`config.mk`:
```
export PLATFORM = sky130hd
export DESIGN_NAME = reg_file_writer
export DESIGN_NICKNAME = d
export VERILOG_FILES = /design/src/rtl/reg_file_writer.sv
export SDC_FILE = /design/constraint.sdc
export NUM_CORES = 1
export LEC_CHECK = 0
export ABC_CLOCK_PERIOD_IN_PS = 6900
export BUFFER_PORTS_ARGS = -buffer_cell sky130_fd_sc_hd__buf_2
export CAP_MARGIN = 20
export CORE_ASPECT_RATIO = 0.6
export CORE_UTILIZATION = 30
export CTS_CLUSTER_SIZE = 20
export DETAILED_ROUTE_END_ITERATION = 7
export SETUP_SLACK_MARGIN = 0.02
export SYNTH_ARGS = -nofsm -noshare
export SYNTH_HDL_FRONTEND = slang
export SYNTH_SLANG_ARGS = --single-unit
```
`constraint.sdc`:
```
create_clock -name clk -period 6.9 [get_ports clk]
set_input_delay 0.345 -clock clk [delete_from_list [all_inputs] [get_ports clk]]
set_output_delay 0.345 -clock clk [all_outputs]
set_load 0.05 [all_outputs]
```
`src/rtl/reg_file_writer.sv`:
```
// -----------------------------------------------------------------------------
// reg_file_writer
//
// Purpose:
//   Funnels three result producers (alu, mul, ld) onto a single register-file
//   write port. One request is accepted per cycle under round-robin priority.
//   Accepted writes appear on the write port one cycle later from registers.
//   Writes to register 0 complete their handshake but never raise the write
//   enable. An optional pending-register scoreboard tracks destinations that
//   the issue stage has claimed and that are still awaiting writeback.
//
// Configuration macro:
//   OPT_WRITER_SCOREBOARD_EN - when defined, the out_pending scoreboard is
//                              built. When undefined, out_pending is tied to 0
//                              and the claim inputs are ignored.
//
// Ports:
//   clk, rst_n                 clock, asynchronous active-low reset
//   in_<p>_valid/sel/data      producer request (p = alu, mul, ld)
//   out_<p>_ready              combinational grant, at most one high
//   in_claim_en/sel            issue-stage claim of a destination register
//   out_write_en/sel/data      registered register-file write port
//   out_pending                per-register "awaiting writeback" flags
//   out_busy                   OR of all producer valids
// -----------------------------------------------------------------------------
module reg_file_writer #(
  parameter int unsigned DATA_WIDTH = 32,
  parameter int unsigned NUM_REGS   = 16
) (
  input  logic                        clk,
  input  logic                        rst_n,

  input  logic                        in_alu_valid,
  input  logic [$clog2(NUM_REGS)-1:0] in_alu_sel,
  input  logic [DATA_WIDTH-1:0]       in_alu_data,
  output logic                        out_alu_ready,

  input  logic                        in_mul_valid,
  input  logic [$clog2(NUM_REGS)-1:0] in_mul_sel,
  input  logic [DATA_WIDTH-1:0]       in_mul_data,
  output logic                        out_mul_ready,

  input  logic                        in_ld_valid,
  input  logic [$clog2(NUM_REGS)-1:0] in_ld_sel,
  input  logic [DATA_WIDTH-1:0]       in_ld_data,
  output logic                        out_ld_ready,

  input  logic                        in_claim_en,
  input  logic [$clog2(NUM_REGS)-1:0] in_claim_sel,

  output logic                        out_write_en,
  output logic [$clog2(NUM_REGS)-1:0] out_write_sel,
  output logic [DATA_WIDTH-1:0]       out_write_data,
  output logic [NUM_REGS-1:0]         out_pending,
  output logic                        out_busy
);

  localparam int unsigned SelW = $clog2(NUM_REGS);

  // Source indices: 0 = alu, 1 = mul, 2 = ld.
  logic [2:0]            w_valid;
  logic [1:0]            w_cand [3];
  logic                  w_xfer;
  logic [1:0]            w_grant_idx;
  logic [2:0]            w_grant;
  logic [SelW-1:0]       w_sel;
  logic [DATA_WIDTH-1:0] w_data;
  logic [1:0]            w_rr_next;

  logic [1:0]            r_rr_ptr;
  logic                  r_write_en;
  logic [SelW-1:0]       r_write_sel;
  logic [DATA_WIDTH-1:0] r_write_data;

  // Requests are masked during reset so no grant or transfer can occur.
  assign w_valid = {in_ld_valid, in_mul_valid, in_alu_valid} & {3{rst_n}};

  // Search order starting at the priority pointer, wrapping mod 3.
  always_comb begin
    case (r_rr_ptr)
      2'd1: begin
        w_cand[0] = 2'd1;
        w_cand[1] = 2'd2;
        w_cand[2] = 2'd0;
      end
      2'd2: begin
        w_cand[0] = 2'd2;
        w_cand[1] = 2'd0;
        w_cand[2] = 2'd1;
      end
      default: begin
        w_cand[0] = 2'd0;
        w_cand[1] = 2'd1;
        w_cand[2] = 2'd2;
      end
    endcase
  end

  // First valid candidate in search order wins.
  always_comb begin
    w_xfer      = 1'b0;
    w_grant_idx = 2'd0;
    for (int i = 0; i < 3; i++) begin
      if (!w_xfer && w_valid[w_cand[i]]) begin
        w_xfer      = 1'b1;
        w_grant_idx = w_cand[i];
      end
    end
  end

  always_comb begin
    w_grant = 3'b000;
    if (w_xfer) begin
      w_grant[w_grant_idx] = 1'b1;
    end
  end

  assign out_alu_ready = w_grant[0];
  assign out_mul_ready = w_grant[1];
  assign out_ld_ready  = w_grant[2];

  // Payload of the granted producer.
  always_comb begin
    case (w_grant_idx)
      2'd1: begin
        w_sel  = in_mul_sel;
        w_data = in_mul_data;
      end
      2'd2: begin
        w_sel  = in_ld_sel;
        w_data = in_ld_data;
      end
      default: begin
        w_sel  = in_alu_sel;
        w_data = in_alu_data;
      end
    endcase
  end

  assign w_rr_next = (w_grant_idx == 2'd2) ? 2'd0 : (w_grant_idx + 2'd1);

  // Arbitration pointer and registered write port.
  always_ff @(posedge clk or negedge rst_n) begin
    if (!rst_n) begin
      r_rr_ptr     <= 2'd0;
      r_write_en   <= 1'b0;
      r_write_sel  <= '0;
      r_write_data <= '0;
    end else begin
      if (w_xfer) begin
        r_rr_ptr <= w_rr_next;
      end
      // Register 0 is hardwired: the handshake completes but nothing is written
      // and the last real write payload is kept on the port.
      if (w_xfer && (w_sel != '0)) begin
        r_write_en   <= 1'b1;
        r_write_sel  <= w_sel;
        r_write_data <= w_data;
      end else begin
        r_write_en   <= 1'b0;
      end
    end
  end

  assign out_write_en   = r_write_en;
  assign out_write_sel  = r_write_sel;
  assign out_write_data = r_write_data;
  assign out_busy       = in_alu_valid | in_mul_valid | in_ld_valid;

`ifdef OPT_WRITER_SCOREBOARD_EN
  logic [NUM_REGS-1:0] r_pending;
  logic [NUM_REGS-1:0] w_pending_d;

  // Clear on writeback first, then set on claim so a same-cycle claim wins.
  always_comb begin
    w_pending_d = r_pending;
    if (w_xfer) begin
      w_pending_d[w_sel] = 1'b0;
    end
    if (in_claim_en) begin
      w_pending_d[in_claim_sel] = 1'b1;
    end
    w_pending_d[0] = 1'b0;
  end

  always_ff @(posedge clk or negedge rst_n) begin
    if (!rst_n) begin
      r_pending <= '0;
    end else begin
      r_pending <= w_pending_d;
    end
  end

  assign out_pending = r_pending;
`else
  logic w_unused_claim;

  assign w_unused_claim = in_claim_en ^ (^in_claim_sel);
  assign out_pending    = '0;
`endif

endmodule

```
==> qor.csv <==
metric;value;unit
core_area;8590;um2
p_leak;1.83;nW
hold_violations;0;
dr.pass1.iters;4;
h-tree-depth;2;
path_class;input pin to flop;
top_level_ports;175;
syn_area;2680;um2
hold_depth;3;
clk_latency;280;ps
drv_cap;0;
hp-class;input pin to flop;
final_net_count;535;
cts-buffers-inserted;5;
synth_seq_cells;39;
clk_pin_slew;60;ps
synthDistinctLibCells;32;
final.setup.tns;0;ps
drc;0;
seq_area_frac_synth;36.5;%
max_freq;207;MHz
synth_edf_count;0;
portBuffers;153;
drive_gt1_share;49.9;%
start_util;31.1;%
post_dp_cell_area;3400;um2
postRouteAntennaNets;0;
grt_pass1_wl;10.1;mm
grt_max_degree;48;
grt_overflow_total;0;
yosys_warnings;0;
drt_wl_total;6.91;mm
clk_path_buf_depth;2;
avgSynthCellArea;10.0;um2
area_delta_synth_final;34.2;%
min_period;4830;ps
synthCells;267;
cts_resized;0;
vdd_ir_drop_max;0.263;mV
dr_wl_met3;473;um
end_kind;flop;
die_area;9310;um2
wl_met1;3.32;mm
grt.total_usage;14.4;%
rsz0062_at_grt;false;
antenna_found_initial;0;
grt_pass1_vias;2123;
root_buffer;clkbuf_16;
routed-wl-met2;3.08;mm
ys_dominant_reg_cell;dfrtp_1;
finalClockSkew;5.12;ps
status;finished, final reports clean;
path_max_fanout;42;
place_hpwl;5.02;mm
startpoint_type;input pin;
via_per_inst;4.68;
cts.sinks;39;
postCtsHoldBufs;0;
antennaDiodeCount;0;
slew_violations;0;
setup_viol_count_final;0;
crit_required;7060;ps
fp-row-count;26;
fp.dieH;75.1;um
async_flop_share;100;%
tightestPinTransition;1050;ps
power_density;572;nW/um2
layout_common_cells;buf_2 (153), dfrtp_1 (39), nor2_1 (37);
die_x;124;um
fin_area;3590;um2
cts_tree;built;
relSlewSlack;30.3;%
finalWeightedCongestion;0.726;
drt_iter0_markers;78;
vias;2447;
cts_setup_buffers;0;
worst-endpoint-arrival;4990;ps
final_common_cell;buf_2;
routed.top_layer;met4;
timing.final.crit_share;70.0;%
wl_per_cell;13.2;um
rr_worst_depth;12;
[cells in the mapped netlist, types with 2 or more instances]
master / count / area (um2)
mux2_4: 26 / 390
clkbuf_1: 13 / 48.8
a21o_1: 4 / 30.0
mux2_2: 9 / 101
buf_1: 3 / 11.3
or3_1: 2 / 12.5
inv_1: 6 / 22.5
buf_4: 17 / 128
ha_1: 7 / 87.6
dfrtp_1: 39 / 976
nand3_1: 3 / 15.0
nor2_1: 37 / 139
a22oi_1: 36 / 270
mux2i_1: 2 / 20.0
a21oi_1: 33 / 165
nand2_1: 5 / 18.8
buf_12: 3 / 60.1
and2b_1: 3 / 22.5
o21ai_0: 6 / 30.0
[report_power, final]
part | internal, mW | leakage (nW) | switching [mW] | total, mW
clock | 0.154 | 0.0772 | 0.0872 | 0.241
combinational | 0.519 | 1.30 | 0.884 | 1.40
sequential | 0.354 | 0.460 | 0.0581 | 0.412
[sequential cells by signal (all words and copies together) (netlist names)]
| name | cells |
|---|---|
| out_write_en | 1 |
| out_write_sel | 4 |
| r_rr_ptr | 2 |
| out_write_data | 32 |
[cells by family (layout without fill, tap and decap cells)]
group / count (synthesis) / after routing / synth area share (%)
compound gates: 86 / 86 / 21.5
fa+ha+maj: 7 / 7 / 3.27
buf+inv: 43 / 172 / 10.5
flops: 39 / 39 / 36.5
mux: 37 / 37 / 19.1
other cells: 1 / 16 / 0.140
simple gates: 54 / 54 / 8.93
[worst max-delay path, cell delays in order]
cell,delay (ps)
dlygate4sd3_1,520
buf_2,340
buf_12,260
nand2_1,100
o32ai_2,390
nor2_1,70
nand3_1,100
o21a_1,200
ha_2,540
buf_4,450
nand2_1,80
o21ai_0,150
a41o_2,960
mux2_2,420
[area by class of cell]
| type | count | area [um2] |
|---|---|---|
| Fill cell | 855 | 5000 |
| Multi-Input combinational cell | 200 | 1480 |
| Clock buffer | 8 | 156 |
| Tap cell | 112 | 140 |
| Inverter | 6 | 22.5 |
| Timing Repair Buffer | 158 | 818 |
| Sequential cell | 39 | 976 |
[layer usage]
metal / track usage (%) / vias up
li1: - / 1212
met1: 18.8 / 1131
met2: 24.0 / 102
met3: 3.56 / 2
met4: 3.97 / 0
met5: 0 / -
[through the flow]
| stage | power (mW) | utilization, % | worst slack [ps] | std cells | hold slack (ps) |
|---|---|---|---|---|---|
| final | 2.06 | 41.8 | 2070 | 523 | 416 |
| after CTS | 2.08 | 41.5 | 2180 | 521 | 289 |
| after floorplan | 1.59 | - | 3740 | 282 | 49.4 |
| after global routing | 2.19 | 41.8 | 1710 | 523 | 425 |
| after global placement | 1.80 | 39.6 | 1970 | 513 | 457 |
| after detailed placement | 1.82 | 39.6 | 1870 | 513 | 465 |
[final timing paths]
path,start,endpoint,slack (ps)
worst max register to register,r_rr_ptr[0],out_write_data[28],2350
max in group asynchronous,rst_n,out_write_data[18],5890
worst min-delay path,in_alu_sel[3],out_write_sel[3],420
worst max-delay path,rst_n,out_write_data[28],2070
min in group asynchronous,rst_n,out_write_data[1],510
worst min register to register,out_write_sel[0],out_write_sel[0],480
Note: power is estimated with default switching activity, not from simulation.
